--- config.mk ---
export PLATFORM = sky130hd
export DESIGN_NAME = shift_buffer_ctrl
export DESIGN_NICKNAME = d
export VERILOG_FILES = /design/src/rtl/sa_buf_pkg.sv /design/src/rtl/shift_buffer_ctrl.sv
export SDC_FILE = /design/constraint.sdc
export NUM_CORES = 1
export LEC_CHECK = 0
export ABC_CLOCK_PERIOD_IN_PS = 2800
export CAP_MARGIN = 20
export CELL_PAD_IN_SITES_DETAIL_PLACEMENT = 1
export CELL_PAD_IN_SITES_GLOBAL_PLACEMENT = 1
export CORE_AREA = 4 4 209 211
export DETAILED_ROUTE_END_ITERATION = 6
export DIE_AREA = 0 0 213 215
export HOLD_SLACK_MARGIN = 0.1
export PLACE_DENSITY_LB_ADDON = 0.1
export SLEW_MARGIN = 20
export SYNTH_ARGS = -nofsm -noshare
export SYNTH_HDL_FRONTEND = slang
export SYNTH_SLANG_ARGS = --single-unit
--- constraint.sdc ---
create_clock -name CLK -period 2.8 [get_ports CLK]
set_input_delay 0.28 -clock CLK [delete_from_list [all_inputs] [get_ports CLK]]
set_output_delay 0.28 -clock CLK [all_outputs]
set_load 0.005 [all_outputs]
--- src/rtl/sa_buf_pkg.sv ---
// Shared types and constants for the systolic-array shift_buffer controller.
// The macro enables are active-low; the constants keep that polarity in one place.
package sa_buf_pkg;

  localparam int DW_DEF    = 128;
  localparam int AW_DEF    = 5;
  localparam int DEPTH_DEF = 32;

  localparam logic MEM_EN = 1'b0;
  localparam logic MEM_WR = 1'b0;

  typedef enum logic [1:0] {
    IDLE,
    FILL,
    LOADED,
    DRAIN
  } state_t;

endpackage

--- src/rtl/shift_buffer_ctrl.sv ---
// Loads operand rows into the shift_buffer macro and replays them in address
// order, one or more passes, onto a backpressured output stream.
module shift_buffer_ctrl
  import sa_buf_pkg::*;
#(
  parameter int DW    = DW_DEF,
  parameter int AW    = AW_DEF,
  parameter int DEPTH = DEPTH_DEF
) (
  input  logic          CLK,
  input  logic          RESET,
  input  logic          wr_valid,
  output logic          wr_ready,
  input  logic [DW-1:0] wr_data,
  input  logic          wr_last,
  input  logic          start,
  input  logic [3:0]    passes,
  input  logic          clear,
  output logic          out_valid,
  input  logic          out_ready,
  output logic [DW-1:0] out_data,
  output logic          out_last,
  output logic          done,
  output logic          busy,
  output logic [AW:0]   fill_count,
  output logic          CEN,
  output logic          WEN,
  output logic [AW-1:0] A,
  output logic [DW-1:0] D,
  output logic          RETN,
  input  logic [DW-1:0] Q
);

  localparam logic [AW:0] LAST_WR = (AW+1)'(DEPTH - 1);

  state_t        state_reg, state_next;
  logic [AW:0]   wr_ptr_reg, wr_ptr_next;
  logic [AW-1:0] rd_ptr_reg, rd_ptr_next;
  logic [3:0]    pass_reg, pass_next;
  logic          out_valid_reg, out_valid_next;
  logic          out_last_reg, out_last_next;
  logic          done_reg, done_next;

  logic wr_accept;
  logic rd_issue;
  logic rd_at_end;
  logic beat_accept;

  // Gated by RESET so nothing is accepted or issued while reset is held.
  assign wr_ready    = RESET && (state_reg == IDLE || state_reg == FILL);
  assign wr_accept   = wr_valid && wr_ready;
  assign rd_at_end   = ({1'b0, rd_ptr_reg} == (wr_ptr_reg - 1'b1));
  assign rd_issue    = RESET && (state_reg == DRAIN) && (pass_reg != 4'd0) &&
                       (!out_valid_reg || out_ready);
  assign beat_accept = out_valid_reg && out_ready;

  always_comb begin
    state_next     = state_reg;
    wr_ptr_next    = wr_ptr_reg;
    rd_ptr_next    = rd_ptr_reg;
    pass_next      = pass_reg;
    out_valid_next = out_valid_reg;
    out_last_next  = out_last_reg;
    done_next      = 1'b0;
    case (state_reg)
      IDLE, FILL: begin
        if (wr_accept) begin
          wr_ptr_next = wr_ptr_reg + 1'b1;
          state_next  = (wr_last || wr_ptr_reg == LAST_WR) ? LOADED : FILL;
        end
      end
      LOADED: begin
        if (clear) begin
          state_next  = IDLE;
          wr_ptr_next = '0;
        end else if (start) begin
          state_next  = DRAIN;
          rd_ptr_next = '0;
          pass_next   = (passes == 4'd0) ? 4'd1 : passes;
        end
      end
      DRAIN: begin
        if (rd_issue) begin
          out_valid_next = 1'b1;
          out_last_next  = rd_at_end;
          if (rd_at_end) begin
            rd_ptr_next = '0;
            pass_next   = pass_reg - 4'd1;
          end else begin
            rd_ptr_next = rd_ptr_reg + 1'b1;
          end
        end else if (beat_accept) begin
          out_valid_next = 1'b0;
          // No pass left to issue, so the beat just taken was the final one.
          if (pass_reg == 4'd0) begin
            out_last_next = 1'b0;
            done_next     = 1'b1;
            state_next    = LOADED;
          end
        end
      end
      default: state_next = IDLE;
    endcase
  end

  always_ff @(posedge CLK) begin
    if (!RESET) begin
      state_reg     <= IDLE;
      wr_ptr_reg    <= '0;
      rd_ptr_reg    <= '0;
      pass_reg      <= 4'd0;
      out_valid_reg <= 1'b0;
      out_last_reg  <= 1'b0;
      done_reg      <= 1'b0;
    end else begin
      state_reg     <= state_next;
      wr_ptr_reg    <= wr_ptr_next;
      rd_ptr_reg    <= rd_ptr_next;
      pass_reg      <= pass_next;
      out_valid_reg <= out_valid_next;
      out_last_reg  <= out_last_next;
      done_reg      <= done_next;
    end
  end

  assign CEN  = (wr_accept || rd_issue) ? MEM_EN : ~MEM_EN;
  assign WEN  = wr_accept ? MEM_WR : ~MEM_WR;
  assign A    = wr_accept ? wr_ptr_reg[AW-1:0] : (rd_issue ? rd_ptr_reg : '0);
  assign D    = wr_data;
  assign RETN = 1'b1;

  assign out_valid  = out_valid_reg;
  assign out_last   = out_last_reg;
  assign out_data   = Q;
  assign done       = done_reg;
  assign busy       = (state_reg == FILL) || (state_reg == DRAIN);
  assign fill_count = wr_ptr_reg;

endmodule

==> out/metrics.csv, run 1 <==
metric,value,unit
status,"finished, final reports clean",
dr.pass1.iters,4,
root_buffer,clkbuf_16,
htree_levels,1,
yosys-mux-area-fraction,0.002978,
cap_violations,0,
place_congestion,0.6199,
routed_wl,12630,µm
multiInputGateArea,944.7,µm²
arrival,2.32,ns
synth_adder_area_share,0.01489,
synth-async-reset-ratio,0,
p_per_area,327.7,nW/µm²
cts_max_path_buffers,2,
grt_pass1_wl,16930,µm
leakage,0.7806,nW
grt_max_degree,14,
die_w,213,µm
synthToLayoutAreaGrowth,-22.97,%
initial_core_util,0.08048,
gr-total-overflow,0,
synth_simple_gate_area_share,0.1292,
wl_per_cell,16.30,µm
avgSynthCellArea,7.452,µm²
rsz0062_at_grt,no,
die_area,45800,µm²
start_kind,flop,
tightest_slew,0.6652,ns
place_hpwl,10550,µm
synth_edf_count,0,
synth.distinct_cells,49,
num_antenna_cells,0,
max_stage_delay,0.46,ns
drive_gt1_frac,0.1314,
core,41760,µm²
synth_compound_area_frac,0.1042,
row_count,75,
final_core_util,0.06199,
tns,0,ns
syn_nets,722,
vdd_ir_drop_max,173.2,µV
fin_crit,2.601,ns
first_iter_violations,43,
grtUsageTotal,0.05132,
die_y,215,µm
maxSlewViolCount,0,
ff_latch_area,400.4,µm²
maxSlewHeadroom,0.5507,
cp-end-kind,output port,
critPathKind,flop to output port,
ant_nets,0,
finalClockSkew,0.01117,ns
path_cells,"inv_1, ha_1, nor3b_1, nor2_1, and3_4, buf_4, a22o_1, clkdlybuf4s50_1",
synthCells,451,
cts_sinks,20,
vias,1872,
final_cell_mix,"nand2_1, clkdlybuf4s50_1, buf_4, dfxtp_1, nor2_1",
netlist_area,3361,µm²
yosysSeqAreaShare,0.1191,
via_per_inst,2.415,
synth_seq_cells,20,
clock.fmax,384.5,MHz
synth_ff_type,dfxtp_1,
insertion_delay,0.27,ns
grt_pass1_vias,2010,
hold_violations,0,
synth-xor-area-share,0.02606,
largest_register_ffs,6,
synth_top_family_by_area,buffers and inverters,
ys_warn_count,0,
crit_buf_inv,3,
crit_fanout,5,
antenna_found_initial,0,
cpMaxStageDelayCell,clkdlybuf4s50_1,
critPathRequiredTime,2.52,ns
timing.final.crit_share,0.9289,
fillers,4962,
layout_commonest_cell,nand2_1,
fin_nets,508,
clk_pin_slew,0.08,ns
io_pins,542,
cpLargestDelayFamily,buffers and inverters,
hp-class,flop to flop,
cts_buffers,3,
cts_tree,built,
port_buffers,28,
drc,0,
setup_viol,0,
==> logic make-up after synthesis <==
| kind of cell | after synthesis |
|---|---|
| AOI/OAI and AO/OA | 50 |
| other | 1 |
| buffers and inverters | 278 |
| and+or+nand+nor | 87 |
| muxes | 1 |
| xor gates and xnor gates | 10 |
| adders and majority gates | 4 |
| DFF | 20 |
==> where the power goes <==
part	internal, mW	switching, mW
logic	0.0776	0.108
registers	0.292	0.00696
clock network	0.219	0.144
==> synth_stat cells (2+ instances only) <==
master / count / area (µm²)
a21oi_1: 9 / 45.04
a21o_1: 3 / 22.52
o221a_2: 2 / 22.52
o21ai_0: 12 / 60.06
nand2_1: 28 / 105.1
nand3_1: 5 / 25.02
and2_1: 2 / 12.51
xor2_1: 4 / 35.03
nor2_1: 18 / 67.56
o221ai_1: 2 / 17.52
nor4_1: 3 / 18.77
buf_6: 2 / 22.52
nor3b_1: 2 / 15.01
dfxtp_1: 20 / 400.4
nand4b_1: 2 / 17.52
inv_1: 9 / 33.78
nand4_1: 3 / 18.77
and4_1: 2 / 17.52
xnor2_1: 6 / 52.55
ha_1: 4 / 50.05
a22o_1: 2 / 17.52
o211ai_1: 6 / 45.04
nand2b_1: 4 / 25.02
buf_4: 257 / 1929
nor3_1: 10 / 50.05
a211oi_1: 2 / 15.01
and3_1: 3 / 18.77
clkbuf_1: 8 / 30.03
==> path summary, 6_finish.rpt <==
kind | startpoint | endpoint | slack, ns | depth (start not counted)
hold reg to reg | pass_reg[1] | pass_reg[1] | 0.49 | 2
setup reg to reg | fill_count[1] | pass_reg[0] | 0.32 | 6
hold / removal | pass_reg[1] | pass_reg[1] | 0.49 | 2
setup / recovery | pass_reg[0] | A[2] | 0.20 | 8
==> per-stage QoR <==
step | hold WS, ns | std cells | power, mW | setup slack (ns) | instance area [µm²]
2_1_floorplan | 0.4470 | 451 | 0.6887 | 0.5329 | 3361
3_3_place_gp | 0.4695 | 770 | 0.4978 | 0.1767 | 2479
3_5_place_dp | 0.4800 | 770 | 0.4966 | 0.1624 | 2479
4_1_cts | 0.4911 | 774 | 0.8838 | 0.01248 | 2569
5_1_grt | 0.5222 | 775 | 0.9107 | 0.001415 | 2589
6_report | 0.4901 | 775 | 0.8484 | 0.1990 | 2589
==> timing repair <==
action,4_1_cts,5_1_grt
pin swaps,0,1
buffers inserted,0,1
gates cloned,0,0
endpoints found under the setup margin,5,6
resized for setup,1,5
hold endpoints to repair,0,0
hold buffers,0,0
==> routing by layer <==
| metal | part of all wire | routed length (µm) | global-route usage | up-vias |
|---|---|---|---|---|
| met4 | 0.094 | 1188 | 0.04187 | 0 |
| li1 | - | - | - | 783 |
| met3 | 0.12 | 1568 | 0.02523 | 83 |
| met5 | 0 | 0 | 0 | - |
| met1 | 0.37 | 4731 | 0.05892 | 863 |
| met2 | 0.41 | 5145 | 0.07093 | 143 |
==> layout make-up <==
cell class                      instances  share of cell area
Sequential cell                        20              0.1547
Timing Repair Buffer                   49              0.1711
Clock buffer                            4             0.03432
Multi-Input combinational cell        153              0.3649
Inverter                               10             0.01450
Tap cell                              539              0.2605
==> tightest hold or removal path, cell delays in order (launching register included) <==
cell and delay (ns):
dfxtp_1 0.34, nand2_1 0.06, mux2i_1 0.05
Power figures use the tool's default switching activity.
==> run 2, diff against run 1 <==
--- a/config.mk
+++ b/config.mk
@@ -9,12 +9,12 @@
 export CAP_MARGIN = 20
 export CELL_PAD_IN_SITES_DETAIL_PLACEMENT = 1
 export CELL_PAD_IN_SITES_GLOBAL_PLACEMENT = 1
-export CORE_AREA = 4 4 209 211
+export CORE_AREA = 2 2 213 215
 export DETAILED_ROUTE_END_ITERATION = 6
-export DIE_AREA = 0 0 213 215
+export DIE_AREA = 0 0 215 217
 export HOLD_SLACK_MARGIN = 0.1
 export PLACE_DENSITY_LB_ADDON = 0.1
-export SLEW_MARGIN = 20
+export SLEW_MARGIN = 25
 export SYNTH_ARGS = -nofsm -noshare
 export SYNTH_HDL_FRONTEND = slang
 export SYNTH_SLANG_ARGS = --single-unit
==> run 2 against run 1 <==
Effect of this change:
- setup slack got worse by 0.0047 ns
- clock skew fell by 0.0082 ns
- sequential power barely moved
- hold slack improved by 0.0027 ns
- sequential share of layout area fell by 0.34 points
- core utilization fell by 0.28 points
- cell count rose by 7.7%
- clock power fell by 9.3%
- total power fell by 3.4%
- final area rose by 2.2%
- flip-flop and latch count did not move
- global-route usage rose by 0.089 points
- highest routed layer is now met5
==> out/metrics.csv, run 2 (synthesis gave the netlist of run 1 again) <==
metric,value,unit,change
status,"finished, final reports clean",,
seqPwrFrac,0.365,,+0.013
grt_max_degree,15,,+1
insertion_delay,0.27,ns,about the same
drive_gt1_frac,0.1234,,-0.007952
fin_nets,508,,unchanged
root_buffer,clkbuf_16,,
vias,1918,,+2.5%
p_comb_frac,0.232,,+0.013
placed_area,2555,µm²,+3.1%
die_y,217,µm,+0.93%
dr.pass1.iters,4,,unchanged
crit_fanout,6,,+1
antenna_found_initial,0,,unchanged
cts_max_path_buffers,2,,unchanged
r2r_slack,0.26,ns,-0.06 ns
cap_violations,0,,unchanged
leakage,0.7753,nW,-0.69%
grt_pass1_wl,17170,µm,+1.5%
fin_crit,2.606,ns,+0.004681 ns
vdd_ir_drop_max,164.9,µV,-4.8%
hold_violations,0,,unchanged
place_worst_setup_slack,0.09094,ns,-0.07147 ns
core,44700,µm²,+7.0%
final_cell_mix,"nand2_1, clkdlybuf4s50_1, buf_4, dfxtp_1, nor2_1",,
hp-class,flop to flop,,
worst-path-stages,8,,unchanged
cp-end-kind,output port,,
num_antenna_cells,0,,unchanged
cpMaxStageDelayCell,clkdlybuf4s50_1,,
gr-total-overflow,0,,unchanged
layout_commonest_cell,nand2_1,,
rsz0062_at_grt,no,,
place_congestion,0.6141,,-0.94%
cts_tree,built,,
timing.final.crit_share,0.9306,,+0.001672
path_cells,"inv_1, ha_1, nor3b_1, buf_4, nor2_1, and3_4, a22o_1, clkdlybuf4s50_1",,
p_sw_frac,0.3150,,+0.009075
htree_levels,1,,unchanged
cts_hold_buf,0,,unchanged
min_path_cells,2,,unchanged
fin_total_pwr,0.8198,mW,-3.4%
first_iter_violations,61,,+42%
final_core_util,0.05920,,-0.002789
crit_buf_inv,3,,unchanged
hold-worst-slack,0.4928,ns,+0.002691 ns
arrival,2.33,ns,about the same
row_count,78,,+4.0%
worstHoldStart,pass_reg[1],,
fin_cells,835,,+7.7%
ant_nets,0,,unchanged
drc,0,,unchanged
setup_viol,0,,unchanged
start_kind,flop,,
place_inst,831,,+7.9%
maxSlewViolCount,0,,unchanged
clock.fmax,383.8,MHz,-0.18%
fin_area,2646,µm²,+2.2%
place_hpwl,10540,µm,-0.15%
p_switching,0.2582,mW,-0.51%
cpLargestDelayFamily,buffers and inverters,,
initial_core_util,0.07519,,-0.005292
io_pins,542,,unchanged
r2r_start,fill_count[1],,
reg2reg_depth,6,,unchanged
tightest_slew,0.6117,ns,-0.05345 ns
critPathKind,flop to output port,,
min_to,pass_reg[1],,
die_area,46660,µm²,+1.9%
pwr-share-clk,0.403,,-0.026
via_per_inst,2.297,,-4.9%
p_per_area,309.8,nW/µm²,-5.5%
critPathRequiredTime,2.52,ns,about the same
largest_register_ffs,6,,unchanged
cts_buffers,3,,unchanged
finalClockSkew,0.002997,ns,-0.008170 ns
grt_pass1_vias,2155,,+7.2%
maxSlewHeadroom,0.5884,,+0.03771
tns,0,ns,unchanged
routed_wl,12600,µm,-0.24%
max_stage_delay,0.52,ns,+0.06 ns
wl_per_cell,15.09,µm,-7.4%
intPower,0.5615,mW,-4.6%
clk_pin_slew,0.07,ns,about the same
die_w,215,µm,+0.94%
cts_sinks,20,,unchanged
regToRegEndpoint,pass_reg[0],,
startpoint,pass_reg[0],,
port_buffers,28,,unchanged
grtUsageTotal,0.05222,,+0.0008942
synthToLayoutAreaGrowth,-21.26,%,
fin_ws,0.1943,ns,-0.004681 ns
## run 2: cell count changes in the layout (fill, tap and decap cells not counted)
| cell | change |
|---|---|
| clkbuf_8 | -1 |
| clkdlybuf4s50_1 | -1 |
| dlygate4sd2_1 | +1 |
| o21ai_2 | -1 |
| o21ai_0 | +1 |
## run 2: layout make-up
class	instances	area, µm²
clock buffer	3	75.07
sequential	20	400.4
inverter	10	37.54
timing repair buffer	49	441.7
fill	5399	42050
tap	600	750.7
multi-input combinational	153	940.9
## run 2: power groups by stage
| stage | registers (mW) | clock network [mW] | logic [mW] |
|---|---|---|---|
| after floorplan | 0.305 | 0 | 0.383 |
| after global placement | 0.306 | 0 | 0.205 |
| after detailed placement | 0.306 | 0 | 0.203 |
| after CTS | 0.299 | 0.359 | 0.203 |
| after global routing | 0.300 | 0.360 | 0.214 |
| final | 0.299 | 0.330 | 0.190 |
## run 2: layer usage
layer / track usage / up-vias / routed length (µm)
met5: 0.007292 / - / 44
met4: 0.02598 / 2 / 514
met3: 0.03145 / 70 / 1597
met2: 0.08716 / 158 / 6093
met1: 0.05069 / 906 / 4354
li1: - / 782 / -
## run 2: worst max path at each step
stage | end | slack [ns]
2_1_floorplan | pass_reg[0] | 0.53
3_3_place_gp | A[0] | 0.14
3_5_place_dp | A[0] | 0.09
4_1_cts | A[4] | 0.05
5_1_grt | A[3] | 0.008
6_report | A[3] | 0.19
## run 2: repair_timing
item,4_1_cts,5_1_grt
setup endpoints to repair,5,4
setup buffers,0,1
hold endpoints to repair,0,0
pin swaps,0,1
gates resized for setup,3,2
## run 2: tightest hold or removal path, stage by stage (launching register included)
cell and delay, ns:
dfxtp_1 0.33, nand2_1 0.06, mux2i_1 0.06
